--- config.mk ---
export PLATFORM = sky130hd
export DESIGN_NAME = value_mac_array
export DESIGN_NICKNAME = d
export VERILOG_FILES = /design/src/rtl/value_mac_array.sv
export SDC_FILE = /design/constraint.sdc
export NUM_CORES = 2
export LEC_CHECK = 0
export ABC_AREA = 1
export BUFFER_PORTS_ARGS = -buffer_cell sky130_fd_sc_hd__clkbuf_2
export CAP_MARGIN = 30
export CORE_AREA = 4 4 220 264
export DETAILED_ROUTE_END_ITERATION = 10
export DIE_AREA = 0 0 224 268
export GPL_TIMING_DRIVEN = 0
export PLACE_DENSITY = 0.84
export SKIP_CTS_REPAIR_TIMING = 1
export SLEW_MARGIN = 15
export SYNTH_ARGS = -nofsm -noshare
export SYNTH_HDL_FRONTEND = slang
export SYNTH_SLANG_ARGS = --single-unit
--- constraint.sdc ---
create_clock -name clk -period 14.2 [get_ports clk]
set_input_delay 3.55 -clock clk [delete_from_list [all_inputs] [get_ports clk]]
set_output_delay 3.55 -clock clk [all_outputs]
set_load 0.005 [all_outputs]
--- src/rtl/value_mac_array.sv ---
// value_mac_array: per-channel signed MAC of FIFO values against an x stream.
// Optional VALUE_MAC_SATURATE_EN: saturating accumulate plus sat_flag port.
module value_mac_array #(
  parameter int CHANNEL_NUM = 4,
  parameter int VAL_BITS    = 8,
  parameter int X_BITS      = 8,
  parameter int ACC_BITS    = 24,
  parameter int LEN_BITS    = 13
) (
  input  logic                            clk,
  input  logic                            rst,
  input  logic                            start,
  input  logic [LEN_BITS-1:0]             row_len,
  input  logic [LEN_BITS-1:0]             row_cnt,
  input  logic [VAL_BITS*CHANNEL_NUM-1:0] val_in,
  input  logic [CHANNEL_NUM-1:0]          val_empty,
  output logic [CHANNEL_NUM-1:0]          val_read,
  input  logic [X_BITS*CHANNEL_NUM-1:0]   x_in,
  input  logic [CHANNEL_NUM-1:0]          x_valid,
  output logic [CHANNEL_NUM-1:0]          x_ready,
  output logic [ACC_BITS*CHANNEL_NUM-1:0] res_out,
  output logic [CHANNEL_NUM-1:0]          res_valid,
  input  logic [CHANNEL_NUM-1:0]          res_ready,
`ifdef VALUE_MAC_SATURATE_EN
  output logic [CHANNEL_NUM-1:0]          sat_flag,
`endif
  output logic                            busy
);
  localparam int PW = VAL_BITS + X_BITS;

  typedef enum logic [1:0] {
    IDLE,
    RUN,
    DRAIN,
    HOLD
  } state_e;

  logic [LEN_BITS-1:0]    len_q;
  logic                   busy_q;
  logic [CHANNEL_NUM-1:0] idle;
  logic                   start_ok;

  assign start_ok = start & ~busy_q & (&idle);
  assign busy     = busy_q;

  // Shared row length latch and registered busy
  always_ff @(posedge clk) begin
    if (!rst) begin
      len_q  <= '0;
      busy_q <= 1'b0;
    end else begin
      if (start_ok) len_q <= row_len;
      busy_q <= ~(&idle);
    end
  end

  for (genvar g = 0; g < CHANNEL_NUM; g++) begin : g_ch
    state_e               state_q;
    logic [LEN_BITS-1:0]  rows_q;
    logic [LEN_BITS-1:0]  iss_q;
    logic [X_BITS-1:0]    x_q;
    logic                 rd_q;
    logic                 pv_q;
    logic [PW-1:0]        prod_q;
    logic [PW-1:0]        prod_d;
    logic [PW-1:0]        va;
    logic [PW-1:0]        xa;
    logic [ACC_BITS-1:0]  acc_q;
    logic [ACC_BITS-1:0]  acc_d;
    logic [ACC_BITS-1:0]  pext;
    logic [VAL_BITS-1:0]  v;
    logic                 issue;
    logic                 last;
`ifdef VALUE_MAC_SATURATE_EN
    logic [ACC_BITS:0]    sum;
    logic                 ovf;
    logic                 sat_q;
`endif

    assign v    = val_in[g*VAL_BITS +: VAL_BITS];
    assign pext = ACC_BITS'($signed(prod_q));

    // Issue gate, signed product and next accumulator value
    always_comb begin
      issue  = (state_q == RUN) & ~val_empty[g] & x_valid[g]
             & (iss_q < len_q);
      last   = (iss_q + LEN_BITS'(issue)) == len_q;
      va     = {{X_BITS{v[VAL_BITS-1]}}, v};
      xa     = {{VAL_BITS{x_q[X_BITS-1]}}, x_q};
      prod_d = va * xa;
`ifdef VALUE_MAC_SATURATE_EN
      sum   = {acc_q[ACC_BITS-1], acc_q} + {pext[ACC_BITS-1], pext};
      ovf   = sum[ACC_BITS] ^ sum[ACC_BITS-1];
      acc_d = sum[ACC_BITS-1:0];
      if (ovf) begin
        acc_d = sum[ACC_BITS] ? {1'b1, {(ACC_BITS-1){1'b0}}}
                              : {1'b0, {(ACC_BITS-1){1'b1}}};
      end
`else
      acc_d = acc_q + pext;
`endif
    end

    // Channel FSM with operand, product and accumulator pipeline
    always_ff @(posedge clk) begin
      if (!rst) begin
        state_q <= IDLE;
        rows_q  <= '0;
        iss_q   <= '0;
        x_q     <= '0;
        rd_q    <= 1'b0;
        pv_q    <= 1'b0;
        prod_q  <= '0;
        acc_q   <= '0;
`ifdef VALUE_MAC_SATURATE_EN
        sat_q   <= 1'b0;
`endif
      end else begin
        rd_q <= issue;
        pv_q <= rd_q;
        if (issue) x_q <= x_in[g*X_BITS +: X_BITS];
        if (rd_q) prod_q <= prod_d;
        if (pv_q) acc_q <= acc_d;
`ifdef VALUE_MAC_SATURATE_EN
        if (pv_q && ovf) sat_q <= 1'b1;
`endif
        unique case (state_q)
          IDLE: begin
            if (start_ok && row_cnt != '0) begin
              rows_q  <= row_cnt;
              iss_q   <= '0;
              acc_q   <= '0;
`ifdef VALUE_MAC_SATURATE_EN
              sat_q   <= 1'b0;
`endif
              state_q <= (row_len == '0) ? HOLD : RUN;
            end
          end
          RUN: begin
            iss_q <= iss_q + LEN_BITS'(issue);
            if (last) state_q <= DRAIN;
          end
          DRAIN: begin
            if (!rd_q) state_q <= HOLD;
          end
          HOLD: begin
            if (res_ready[g]) begin
              acc_q   <= '0;
              iss_q   <= '0;
              rows_q  <= rows_q - LEN_BITS'(1);
`ifdef VALUE_MAC_SATURATE_EN
              sat_q   <= 1'b0;
`endif
              state_q <= (rows_q == LEN_BITS'(1)) ? IDLE : RUN;
            end
          end
          default: state_q <= IDLE;
        endcase
      end
    end

    assign val_read[g]  = issue;
    assign x_ready[g]   = issue;
    assign res_valid[g] = (state_q == HOLD);
    assign idle[g]      = (state_q == IDLE);
    assign res_out[g*ACC_BITS +: ACC_BITS] =
      (state_q == HOLD) ? acc_q : '0;
`ifdef VALUE_MAC_SATURATE_EN
    assign sat_flag[g] = sat_q;
`endif
  end

endmodule

## Yosys cells after proc, flatten, opt, wreduce, memory -nomap -nowiden

Cells that the tools add are included.

- Register bits: 326
- Output and inout bits: 109
- Logic and storage cells: 198

- $add $sub $neg: 12
- Multipliers: 4
- Order comparisons: 4
- Equality and inequality tests: 36
- Multiplexer cells: 60
- Bitwise operators: 20
- Reductions and logical operators: 28

Operators by type and width:

| kind | count |
|---|---|
| $mux W24 | 16 |
| $pmux W24 S2 | 4 |
| $pmux W13 S3 | 4 |
| $mux W13 | 10 |
| $pmux W13 S2 | 4 |
| $add A24 B24 Y24 | 4 |
| $mul A8 B8 Y16 | 4 |
| $add A13 B1 Y13 | 4 |
| $eq A13 B1 Y1 const B | 4 |
| $eq A13 B13 Y1 | 4 |
| $lt A13 B13 Y1 | 4 |
| $sub A13 B1 Y13 const B | 4 |
| $pmux W2 S4 | 4 |
| $mux W2 | 14 |
| $reduce_and A3 Y1 | 8 |
| $reduce_and A4 Y1 | 5 |
| $eq A2 B2 Y1 const B | 8 |
| $ne A2 B1 Y1 const B | 8 |
| $ne A2 B2 Y1 const B | 8 |
| $and A1 B1 Y1 | 14 |
| $logic_not A13 Y1 | 1 |
| $reduce_bool A13 Y1 | 1 |
| $reduce_bool A3 Y1 | 4 |
| $eq A2 B1 Y1 const B | 4 |
| other kinds (5) | 19 |

## Longest topological paths before layout

- Word-level depth: 8
- Gate-level depth with buffers: 28
- Depth with buffers taken out: 27

## Least setup slack after synthesis

Ideal clock, no wire load.

- Path type: input -> output
- Start point: input x_valid[0]
- End point: output val_read[0]
- Arrival: 4.135 ns
- Path slack: 6.515 ns
- Cell stages on the path: 4
- Buffers on the path: 1
- Cells stage by stage: nor3b_1 > nand3_1 > clkinv_1 > buf_4

- Longest elaborated chain between the ends: 2

RTL lines:

| what | line | text |
|---|---|---|
| from (decl) | 19 | `input logic [CHANNEL_NUM-1:0] x_valid,` |
| $and A1 B1 Y1 | 85 | `issue = (state_q == RUN) & ~val_empty[g] & x_valid[g]` |
| $and A1 B1 Y1 | 86 | `& (iss_q < len_q);` |
| to (decl) | 17 | `output logic [CHANNEL_NUM-1:0] val_read,` |

No other way between the ends.

## Worst setup path after layout

- Start point: input val_empty[3]
- End point: output val_read[3]

- Longest elaborated chain between the ends: 4

RTL lines:

| what | line | text |
|---|---|---|
| from (decl) | 16 | `input logic [CHANNEL_NUM-1:0] val_empty,` |
| $not A1 Y1 | 85 |  |
| $and A1 B1 Y1 (2 in a row) | 85 |  |
| $and A1 B1 Y1 | 86 |  |

No other way between the ends.

==> impl_metrics.toml <==
[routing]
drc = 0
drt_pass1_iterations = 6
ant_nets = 0
routedWlPerCell_um = 16.3
vias = 32900
finalWirelength_mm = 96.6
vias_per_cell = 5.55
drt_iter0_markers = 2396

[logic_synthesis]
ys_warn_count = 0
syn_nets = 5567
synth-edff-count = 0
yosysUniqueCellTypes = 54
postSynthCellCount = 4942
syn_area_sq_mm = 0.0330
syn_area_per_cell_sq_um = 6.68
seq_area_frac_synth_pct = 19.8
ys_ff_latch = 326
synth.top_cells.by_area = "dfxtp_1 (20%), fa_1 (14%), nand2_1 (12%)"
synth_common_cells = "nand2_1 (1092), inv_1 (932), nor2_1 (483)"
synth.most_common_cell = "nand2_1"
synth_top_area_share_pct = 19.8
synth_top_cell_by_area = "dfxtp_1"
synth_ff_type = "dfxtp_1"
async_flop_share_pct = 0

[place]
place_area_sq_mm = 0.0349
gp_congestion = 0.971
dpl_worst_slack_ps = 5710
dp_cells = 5852
hpwl_mm = 75.9
portBuffers = 181

[floorplan]
num_rows = 95
core_area_sq_mm = 0.0557
die_area_sq_mm = 0.0600
die_width_um = 224
ioPinCount = 214
die_y_um = 268
initial_utilization_pct = 59.2

[cells_and_area]
nNetsFinal = 5791
regArea_sq_mm = 0.00653
multi_input_area_sq_mm = 0.0222
utilization_pct = 65.1
postLayoutCellArea_sq_mm = 0.0363
fin_cells = 5927
syn2layout_area_growth_pct = 9.85
drive_above_1_share_pct = 7.12
nFillCells = 4980

[global_route]
use_met3_pct = 5.00
grt_pass1_vias = 32200
grt_max_degree = 14
grt-ovfl-total = 0
antenna_found_initial = 10
grt-busiest-layer = "met2"
grt_util_met1_pct = 36.8
grtUsageMet2_pct = 55.4
grt_pass1_wl_mm = 155
grt_use_total_pct = 31.5

[timing]
period_share_pct = 60.1
setup_tns_ps = 0
min_period_ps = 8530
rsz0062_at_grt = "no"
fin_hold_ws_ps = 486
skew_ps = 31.2
finalSetupViolCount = 0
hold_viol_final = 0
slew_violations = 0
timing.slew.headroom_pct = 29.8
maxClockFrequency_ghz = 0.117
tightest_slew_ps = 1050
setup_slack_ps = 5670

[clock_tree]
cts_buffers = 39
root_buffer = "clkbuf_16"
h-tree-depth = 2
cts.clk_slew.worst_paths_ps = 60
clock_latency_ps = 590
cts_num_sinks = 326
cts_buffer_depth = 3
cts_tree = "built"

[power]
leakage_nw = 19.3
ir_worst_vdd_uv = 112
p_per_area_mw_per_mm2 = 119
finalPower_mw = 4.33

[worst_setup_path]
cp-start-kind = "input pin"
arrival_ps = 4980
critPathCaptureType = "output pin"
path_class = "input pin to output pin"
crit_fanout = 10
required_ps = 10650

[hold_path]
hold_path_class = "register to register"

[flow_run]
cap_violations = 0

[run_status]
outcome = "finished, final reports clean"
[critical path: stages]
cell and delay (ps):
clkbuf_2 80, nor3b_1 420, nand3_1 250, clkinv_1 390
buf_4 180, clkbuf_2 100
[area by class of cell]
class	instances	area share (%)
diodes	5	0.0345
multi-input cells	3493	61.1
clock inverters	18	0.731
inverters	947	9.80
repair buffers	183	2.56
flip-flops and latches	326	18.0
plain buffers	176	2.09
clock buffers	52	3.13
well taps	727	2.51
[layer usage]
layer	routed length, um	share of wire [%]
met1	37000	38
met2	46600	48
met3	7260	7.5
met4	5700	5.9
met5	53	0.055
[logic make-up (layout without fill, tap and decap cells)]
kind of cell | count (synthesis) | after routing | synth area share, %
multiplexers | 1 | 1 | 0.0303
adder cells (fa/ha/maj) | 520 | 520 | 24.8
other | 0 | 5 | 0
AND/OR/NAND/NOR | 2024 | 2024 | 25.5
XOR/XNOR | 96 | 96 | 2.63
buffers and inverters | 1123 | 1376 | 13.1
flip-flops | 326 | 326 | 19.8
AO/OA/AOI/OAI | 852 | 852 | 14.2
[flip-flops by register name, summed over array words and instances (netlist names)]
| register | count |
|---|---|
| busy | 1 |
| g_ch.rd_q | 4 |
| g_ch.acc_q | 96 |
| g_ch.x_q | 32 |
| g_ch.rows_q | 52 |
| g_ch.iss_q | 52 |
| g_ch.prod_q | 64 |
| g_ch.pv_q | 4 |
| g_ch.state_q | 8 |
| len_q | 13 |
[report_power, final]
part,switching [mW],total [mW],leakage [nW],internal [mW]
combinational,1.32,2.00,16.0,0.674
clock,0.433,1.11,0.693,0.673
sequential,0.162,1.22,2.64,1.06
[layout by cell type, fill, tap and decap left out, types with 29 or more instances in the layout]
master / n
a21oi_1: 333
a31oi_1: 45
clkbuf_1: 138
clkbuf_16: 40
clkbuf_2: 183
dfxtp_1: 326
fa_1: 224
ha_1: 296
inv_1: 932
nand2_1: 1092
nand3_1: 245
nand4_1: 55
nor2_1: 483
nor3_1: 60
o21ai_0: 344
o21bai_1: 29
or2_2: 33
xnor2_1: 47
xor2_1: 47
[worst paths after layout]
kind / end / startpoint / slack (ps) / cells after the start
setup / recovery: val_read[3] / val_empty[3] / 5670 / 6
hold / removal: g_ch[2].iss_q[0] / g_ch[2].iss_q[0] / 490 / 2
setup reg to reg: g_ch[1].prod_q[12] / g_ch[1].x_q[7] / 9220 / 21
hold reg to reg: g_ch[2].iss_q[0] / g_ch[2].iss_q[0] / 490 / 2
Note: power is estimated with default switching activity, not from simulation.
